==> src/rtl/mips_hazard_pkg.sv <==
// mips_hazard_pkg: shared select codes, shadow-entry type and tag-match helper
package mips_hazard_pkg;
  localparam int TAG_W = 8;
  localparam logic [1:0] FWD_REGFILE = 2'b00;
  localparam logic [1:0] FWD_EXMEM = 2'b01;
  localparam logic [1:0] FWD_MEMWB = 2'b10;
  typedef struct packed {
    logic valid;
    logic reg_write;
    logic mem_read;
    logic [TAG_W-1:0] write_reg;
  } tag_entry_t;
  function automatic logic tag_match(tag_entry_t e, logic [TAG_W-1:0] src);
    return e.valid && e.reg_write && (e.write_reg != '0) && (e.write_reg == src);
  endfunction
endpackage

==> src/rtl/dest_tag_stage.sv <==
// dest_tag_stage: one shadow destination-tag entry with load, clear and hold
module dest_tag_stage
  import mips_hazard_pkg::*;
(
  input  logic       clk,
  input  logic       rst,
  input  logic       load,
  input  logic       clr,
  input  tag_entry_t d,
  output tag_entry_t q
);
  // clear beats load; neither means hold
  always_ff @(posedge clk)
    if (rst || clr) q <= '0;
    else if (load) q <= d;
endmodule

==> src/rtl/forwarding_hazard_unit.sv <==
// forwarding_hazard_unit: EX operand-forward selects plus load-use/flush pipeline control (FORWARDING_EN enables forwarding)
module forwarding_hazard_unit
  import mips_hazard_pkg::*;
#(
  parameter int REG_ADDR_W = 5
) (
  input  logic                  clk,
  input  logic                  reset,
  input  logic                  Freeze,
  input  logic                  Flush,
  input  logic                  ID_Valid,
  input  logic [REG_ADDR_W-1:0] ID_Rs,
  input  logic [REG_ADDR_W-1:0] ID_Rt,
  input  logic                  ID_UsesRs,
  input  logic                  ID_UsesRt,
  input  logic                  ID_RegWrite,
  input  logic                  ID_MemRead,
  input  logic [REG_ADDR_W-1:0] ID_WriteReg,
  output logic [1:0]            ForwardA,
  output logic [1:0]            ForwardB,
  output logic                  PCWrite,
  output logic                  IFIDWrite,
  output logic                  IDEX_Bubble
);
  logic [TAG_W-1:0] rs, rt;
  tag_entry_t id_tag, ex_q, mem_q;
  logic a_ex, a_mem, b_ex, b_mem, hazard, stall, accept;
  logic unused_tag;
  assign rs = TAG_W'(ID_Rs);
  assign rt = TAG_W'(ID_Rt);
  assign id_tag = '{valid: 1'b1, reg_write: ID_RegWrite, mem_read: ID_MemRead,
                    write_reg: TAG_W'(ID_WriteReg)};
  assign a_ex = ID_UsesRs && tag_match(ex_q, rs);
  assign b_ex = ID_UsesRt && tag_match(ex_q, rt);
  assign a_mem = ID_UsesRs && tag_match(mem_q, rs);
  assign b_mem = ID_UsesRt && tag_match(mem_q, rt);
`ifdef FORWARDING_EN
  assign hazard = ex_q.mem_read && (a_ex || b_ex);
`else
  assign hazard = a_ex || b_ex || a_mem || b_mem;
`endif
  assign stall = ID_Valid && !Flush && !Freeze && hazard;
  assign accept = ID_Valid && !stall && !Flush;
  assign PCWrite = !Freeze && (Flush || !stall);
  assign IFIDWrite = !Freeze && (Flush || !stall);
  assign IDEX_Bubble = !Freeze && (Flush || stall);
  assign unused_tag = mem_q.mem_read;
  dest_tag_stage u_ex (
    .clk  (clk),
    .rst  (reset),
    .load (!Freeze && accept),
    .clr  (!Freeze && !accept),
    .d    (id_tag),
    .q    (ex_q)
  );
  dest_tag_stage u_mem (
    .clk  (clk),
    .rst  (reset),
    .load (!Freeze),
    .clr  (1'b0),
    .d    (ex_q),
    .q    (mem_q)
  );
`ifdef FORWARDING_EN
  logic [1:0] sel_a, sel_b;
  assign sel_a = a_ex ? FWD_EXMEM : a_mem ? FWD_MEMWB : FWD_REGFILE;
  assign sel_b = b_ex ? FWD_EXMEM : b_mem ? FWD_MEMWB : FWD_REGFILE;
  // selects resolved in ID and held through the consumer's EX cycle
  always_ff @(posedge clk)
    if (reset) begin
      ForwardA <= FWD_REGFILE;
      ForwardB <= FWD_REGFILE;
    end else if (!Freeze) begin
      ForwardA <= accept ? sel_a : FWD_REGFILE;
      ForwardB <= accept ? sel_b : FWD_REGFILE;
    end
`else
  assign ForwardA = FWD_REGFILE;
  assign ForwardB = FWD_REGFILE;
`endif
endmodule

==> config.mk <==
export PLATFORM = sky130hd
export DESIGN_NAME = forwarding_hazard_unit
export DESIGN_NICKNAME = d
export VERILOG_FILES = /design/src/rtl/mips_hazard_pkg.sv /design/src/rtl/dest_tag_stage.sv /design/src/rtl/forwarding_hazard_unit.sv
export SDC_FILE = /design/constraint.sdc
export NUM_CORES = 1
export LEC_CHECK = 0
export CAP_MARGIN = 20
export CORE_MARGIN = 1
export CORE_UTILIZATION = 25
export DETAILED_ROUTE_END_ITERATION = 6
export GPL_TIMING_DRIVEN = 0
export SLEW_MARGIN = 20
export SYNTH_ARGS = -nofsm -noshare
export SYNTH_HDL_FRONTEND = slang
export SYNTH_SLANG_ARGS = --single-unit
==> constraint.sdc <==
create_clock -name clk -period 3.05 [get_ports clk]
set_clock_uncertainty 0.2 [all_clocks]
set_input_delay 0.61 -clock clk [delete_from_list [all_inputs] [get_ports clk]]
set_output_delay 0.61 -clock clk [all_outputs]
set_load 0.01 [all_outputs]
**Yosys cells after proc, flatten, opt, wreduce, memory -nomap -nowiden**

Index checks and enable logic that the tools add are counted.

- Bits in registers: 14
- Input bits: 24
- Output and inout port bits: 7
- Word-level logic and storage cells: 43

- Equality and inequality tests: 4
- Reduce and logical (&&, ||, !) cells: 33

Operators with widths:

| kind | count |
|---|---|
| $logic_and 1x1->1 | 21 |
| $eq 5x5->1 | 4 |
| $reduce_bool 8->1 | 2 |
| $logic_or 1x1->1 | 6 |
| $logic_not 1->1 | 4 |

**Longest topological paths before layout**

Gate-level depths: netlist of run 1.

- Depth in word-level cells: 14
- Gate-level depth with buffers: 6

**Hierarchy**

A second synthesis of run 1 with hierarchy kept.

- Cells, all modules: 128
- Area, all modules: 1178.6 um^2

By module, submodules not included:

| module | instances | cells an instance | area an instance (um^2) |
|---|---|---|---|
| dest_tag_stage | 2 | 36 | 400.4 |
| forwarding_hazard_unit | 1 | 56 | 377.9 |

**Worst setup path after synthesis of run 1**

No wires, ideal clock.

- Path type: reg2out
- Start: reg u_ex.q[3] (netlist bit)
- End: out PCWrite
- Arrival time: 1.712 ns
- Required time: 2.240 ns
- Slack: 0.528 ns
- Cell stages (with the launch flop): 6
- Path through: dfxtp_1 > or3_1 > o311a_4 > a22o_2 > a21oi_1 > buf_4

- Longest elaborated chain between the ends: 11

Ends and longest elaborated chain:

| element | RTL line | text |
|---|---|---|
| start: declaration | dest_tag_stage.sv:10 | `output tag_entry_t q` |
| start signal: assignment | dest_tag_stage.sv:14 | `if (rst \|\| clr) q <= '0;` |
| start signal: assignment | dest_tag_stage.sv:15 | `else if (load) q <= d;` |
| $reduce_bool 8->1 | mips_hazard_pkg.sv:14 | `return e.valid && e.reg_write && (e.write_reg != '0) && (e.write_reg == src);` |
| $logic_and 1x1->1 (2 in a row) | mips_hazard_pkg.sv:14 |  |
| $logic_and 1x1->1, on equally long branches | forwarding_hazard_unit.sv:33, forwarding_hazard_unit.sv:34 |  |
| $logic_or 1x1->1 * (3 in a row) | forwarding_hazard_unit.sv:40 | `assign hazard = a_ex \|\| b_ex \|\| a_mem \|\| b_mem;` |
| $logic_and 1x1->1 * | forwarding_hazard_unit.sv:42 | `assign stall = ID_Valid && !Flush && !Freeze && hazard;` |
| $logic_not 1->1 * | - |  |
| $logic_or 1x1->1 * | - |  |
| $logic_and 1x1->1 * | - |  |
| end: declaration | forwarding_hazard_unit.sv:21 | `output logic PCWrite,` |

Mark *: on every way between the ends. The rest lies on a longest branch, timed or not.

**Worst setup path in the final report of run 1**

- Start: reg u_ex.q[3] (netlist bit)
- End: out PCWrite

- Longest elaborated chain between the ends: 11

Ends and longest elaborated chain:

| element | RTL line | text |
|---|---|---|
| $reduce_bool 8->1 | mips_hazard_pkg.sv:14 |  |
| $logic_and 1x1->1 (2 in a row) | mips_hazard_pkg.sv:14 |  |
| $logic_and 1x1->1, on equally long branches | forwarding_hazard_unit.sv:33, forwarding_hazard_unit.sv:34 |  |
| $logic_or 1x1->1 * (3 in a row) | forwarding_hazard_unit.sv:40 |  |
| $logic_and 1x1->1 * | forwarding_hazard_unit.sv:42 |  |
| $logic_not 1->1 * | forwarding_hazard_unit.sv:44 | `assign PCWrite = !Freeze && (Flush \|\| !stall);` |
| $logic_or 1x1->1 * | forwarding_hazard_unit.sv:44 |  |
| $logic_and 1x1->1 * | forwarding_hazard_unit.sv:44 |  |

Marked as above.

==> results.yml, run 1 <==
sta:
  setup_viol: 0
  min_period_ns: 2.96
  fin_tns_setup_ns: 0
  worst_slew_pin_slew_ns: 0.783
  maxSlewHeadroom: 0.477
  drv_slew: 0
  hold_viol: 0
  finalCritPeriodShare: 0.970
  fmax_mhz: 338
  rsz0062_at_grt: "false"
  fin_ws_ns: 0.0908
drt:
  routed_wirelength_um: 1840
  vias: 715
  drcViolationCount: 0
  wl_per_cell_um: 11.4
  drtIter0Drc: 12
  post_drt_via_cell_ratio: 4.41
  drtAntennaViolNets: 0
  drt_pass1_iterations: 4
synth:
  yosysSeqAreaShare: 0.332
  synth_simple_gate_area_share: 0.124
  synth_cell_types: 22
  synth_top_cell_by_area: "dfxtp_1"
  synth_top_area_share: 0.332
  muxShareOfSynthArea: 0.0830
  synthXorXnorAreaFrac: 0.207
  yosysWarnings: 0
  synthCells: 87
  synth_fa_ha_area_frac: 0
  syn_area_per_cell_um2: 9.71
  ys_top_cells_by_area: "dfxtp_1 33%, xnor2_1 21%, mux2i_1 8.3%, a32o_1 7.1%, buf_4 4.4%"
  syn_area_um2: 845
  ys_ff_latch: 14
  synth_compound_area_frac: 0.187
  synth_top_family_by_area: "XOR/XNOR gates"
layout:
  areaGrowthSynthToFinish_pct: 41.0
  nets: 143
  antenna_cells: 0
  multiInputGateArea_um2: 539
  ff_latch_area_um2: 282
  layout_common_cells: "20 x xnor2_1, 13 x dfxtp_1, 12 x dlygate4sd2_1, 11 x clkdlybuf4s50_1"
  final_common_cell: "xnor2_1"
  drive_gt1_frac: 0.161
  fillers: 326
floorplan:
  initial_core_util: 0.270
  num_rows: 20
  die_y_um: 60.1
  dieArea_um2: 3610
  io_pins: 31
  die_x_um: 60.1
  coreArea_um2: 3130
clock_tree:
  ctsHtreeMaxLevel: 1
  postCtsSetupRepairBufs: 0
  cts_tree: "yes"
  clkSlewWorstSetupHoldPaths_ns: 0.09
  postCtsHoldBufs: 0
  cts_num_sinks: 14
  worstSkewPairLatency_ns: 0.27
  clk_path_buf_depth: 2
  cts_root_buf: "clkbuf_4"
  cts_buffers: 3
placed_design:
  post-place-ws_ns: -0.417
  place_congestion: 0.882
  port_buffers: 24
  hpwlAfterDp_um: 1480
global_route:
  grt_max_degree: 11
  track_usage: 0.105
  grt_pass1_vias: 674
  antenna_found_initial: 0
  grt_pass1_wl_um: 2860
  grt-ovfl-total: 0
critical_path:
  crit_family: "compound AO/OA/AOI/OAI gates"
  startpoint_type: "flop"
  worst_setup_path_end_kind: "primary output"
  slowest_stage: "or3_1"
  path_cells: "or3_1 -> o311a_4 -> a22o_2 -> a21oi_2 -> buf_4 -> dlygate4sd2_1"
  path_max_fanout: 5
  crit_buf_inv: 2
  worstSetupPathType: "reg2out"
  cp.required_ns: 2.24
  cp.arrival_ns: 2.15
  max_stage_delay_ns: 0.41
power_and_ir_drop:
  irDropWorstVdd_mv: 0.217
  p_per_area_nw_per_um2: 337
  leakagePower_nw: 0.486
min_path:
  min_path_type: "reg2reg"
run_status:
  status: "completed"
run:
  maxCapViolCount: 0
## sequential cells by signal, summed over array words and instances, names as in the netlist
name     count
u_ex.q       7
u_mem.q      7
## cell usage after synthesis
cell,count
xnor2_1,20
dfxtp_1,14
mux2i_1,7
nor2_1,7
a32o_1,6
buf_4,5
nand2_1,4
nand4_1,4
o22ai_1,3
a22o_2,2
clkbuf_1,2
nor2b_1,2
or3_1,2
a21oi_1,1
a22oi_4,1
buf_1,1
conb_1,1
inv_1,1
nand2b_1,1
nor3b_1,1
o311a_2,1
o311a_4,1
## final cells by class
cell class / instances / area share
clock buffer: 4 / 0.0305
timing repair buffer: 24 / 0.189
multi-input combinational: 67 / 0.453
buffer: 8 / 0.0420
sequential: 14 / 0.236
inverter: 1 / 0.00315
tap: 44 / 0.0462
## timing repair
action,CTS,global route
gates resized for setup,17,3
endpoints found under the setup margin,3,2
gates cloned,0,0
pin swaps,3,0
## tightest hold or removal path: cells and delay by family, from the launching register on
family	cells	cell delay, ns
flip-flops	1	0.34
multiplexers	1	0.07
AND/OR/NAND/NOR	1	0.07
## logic make-up after synthesis
family                    count (synthesis)
DFF                                      14
buffers and inverters                     9
and+or+nand+nor                          21
muxes                                     7
AOI/OAI and AO/OA                        15
xor gates and xnor gates                 20
other                                     1
## per-layer routing
| layer | share of wire | GRT usage |
|---|---|---|
| met5 | 0 | 0 |
| met4 | 0 | 0.0199 |
| met3 | 0.074 | 0.0238 |
| met2 | 0.42 | 0.174 |
| met1 | 0.50 | 0.138 |
## through the flow
stage                     instances  total power [mW]   util  area, µm²  hold slack [ns]
after global routing            162             0.422  0.381       1190            0.355
after global placement          158             0.278  0.368       1150            0.289
final                           162             0.401  0.381       1190            0.312
after floorplan                  90             0.236      -        856            0.264
after detailed placement        158             0.279  0.368       1150            0.293
after CTS                       162             0.405  0.380       1190            0.317
## where the power goes
group / switching [mW] / total [mW] / internal (mW)
Clock: 0.0589 / 0.131 / 0.0725
Sequential: 0.00491 / 0.191 / 0.186
Combinational: 0.0320 / 0.0787 / 0.0467
Total: 0.0958 / 0.401 / 0.306
## final timing paths
kind / from / end / slack, ns / depth (start not counted)
worst max-delay path: u_ex.q[3] / PCWrite / 0.09 / 6
worst min-delay path: u_mem.q[10] / u_mem.q[10] / 0.31 / 2
worst max register to register: u_ex.q[3] / u_ex.q[0] / 1.18 / 4
worst min register to register: u_mem.q[10] / u_mem.q[10] / 0.31 / 2
(Power assumes the default switching activity.)
==> run 2: changes to the inputs <==
--- a/config.mk
+++ b/config.mk
@@ -8,6 +8,7 @@
 export CAP_MARGIN = 20
 export CORE_MARGIN = 1
 export CORE_UTILIZATION = 25
+export CTS_CLUSTER_SIZE = 28
 export DETAILED_ROUTE_END_ITERATION = 6
 export GPL_TIMING_DRIVEN = 0
 export SLEW_MARGIN = 20
==> results of run 2 <==
The final DEF is identical to that of run 1; final timing and power are the same.
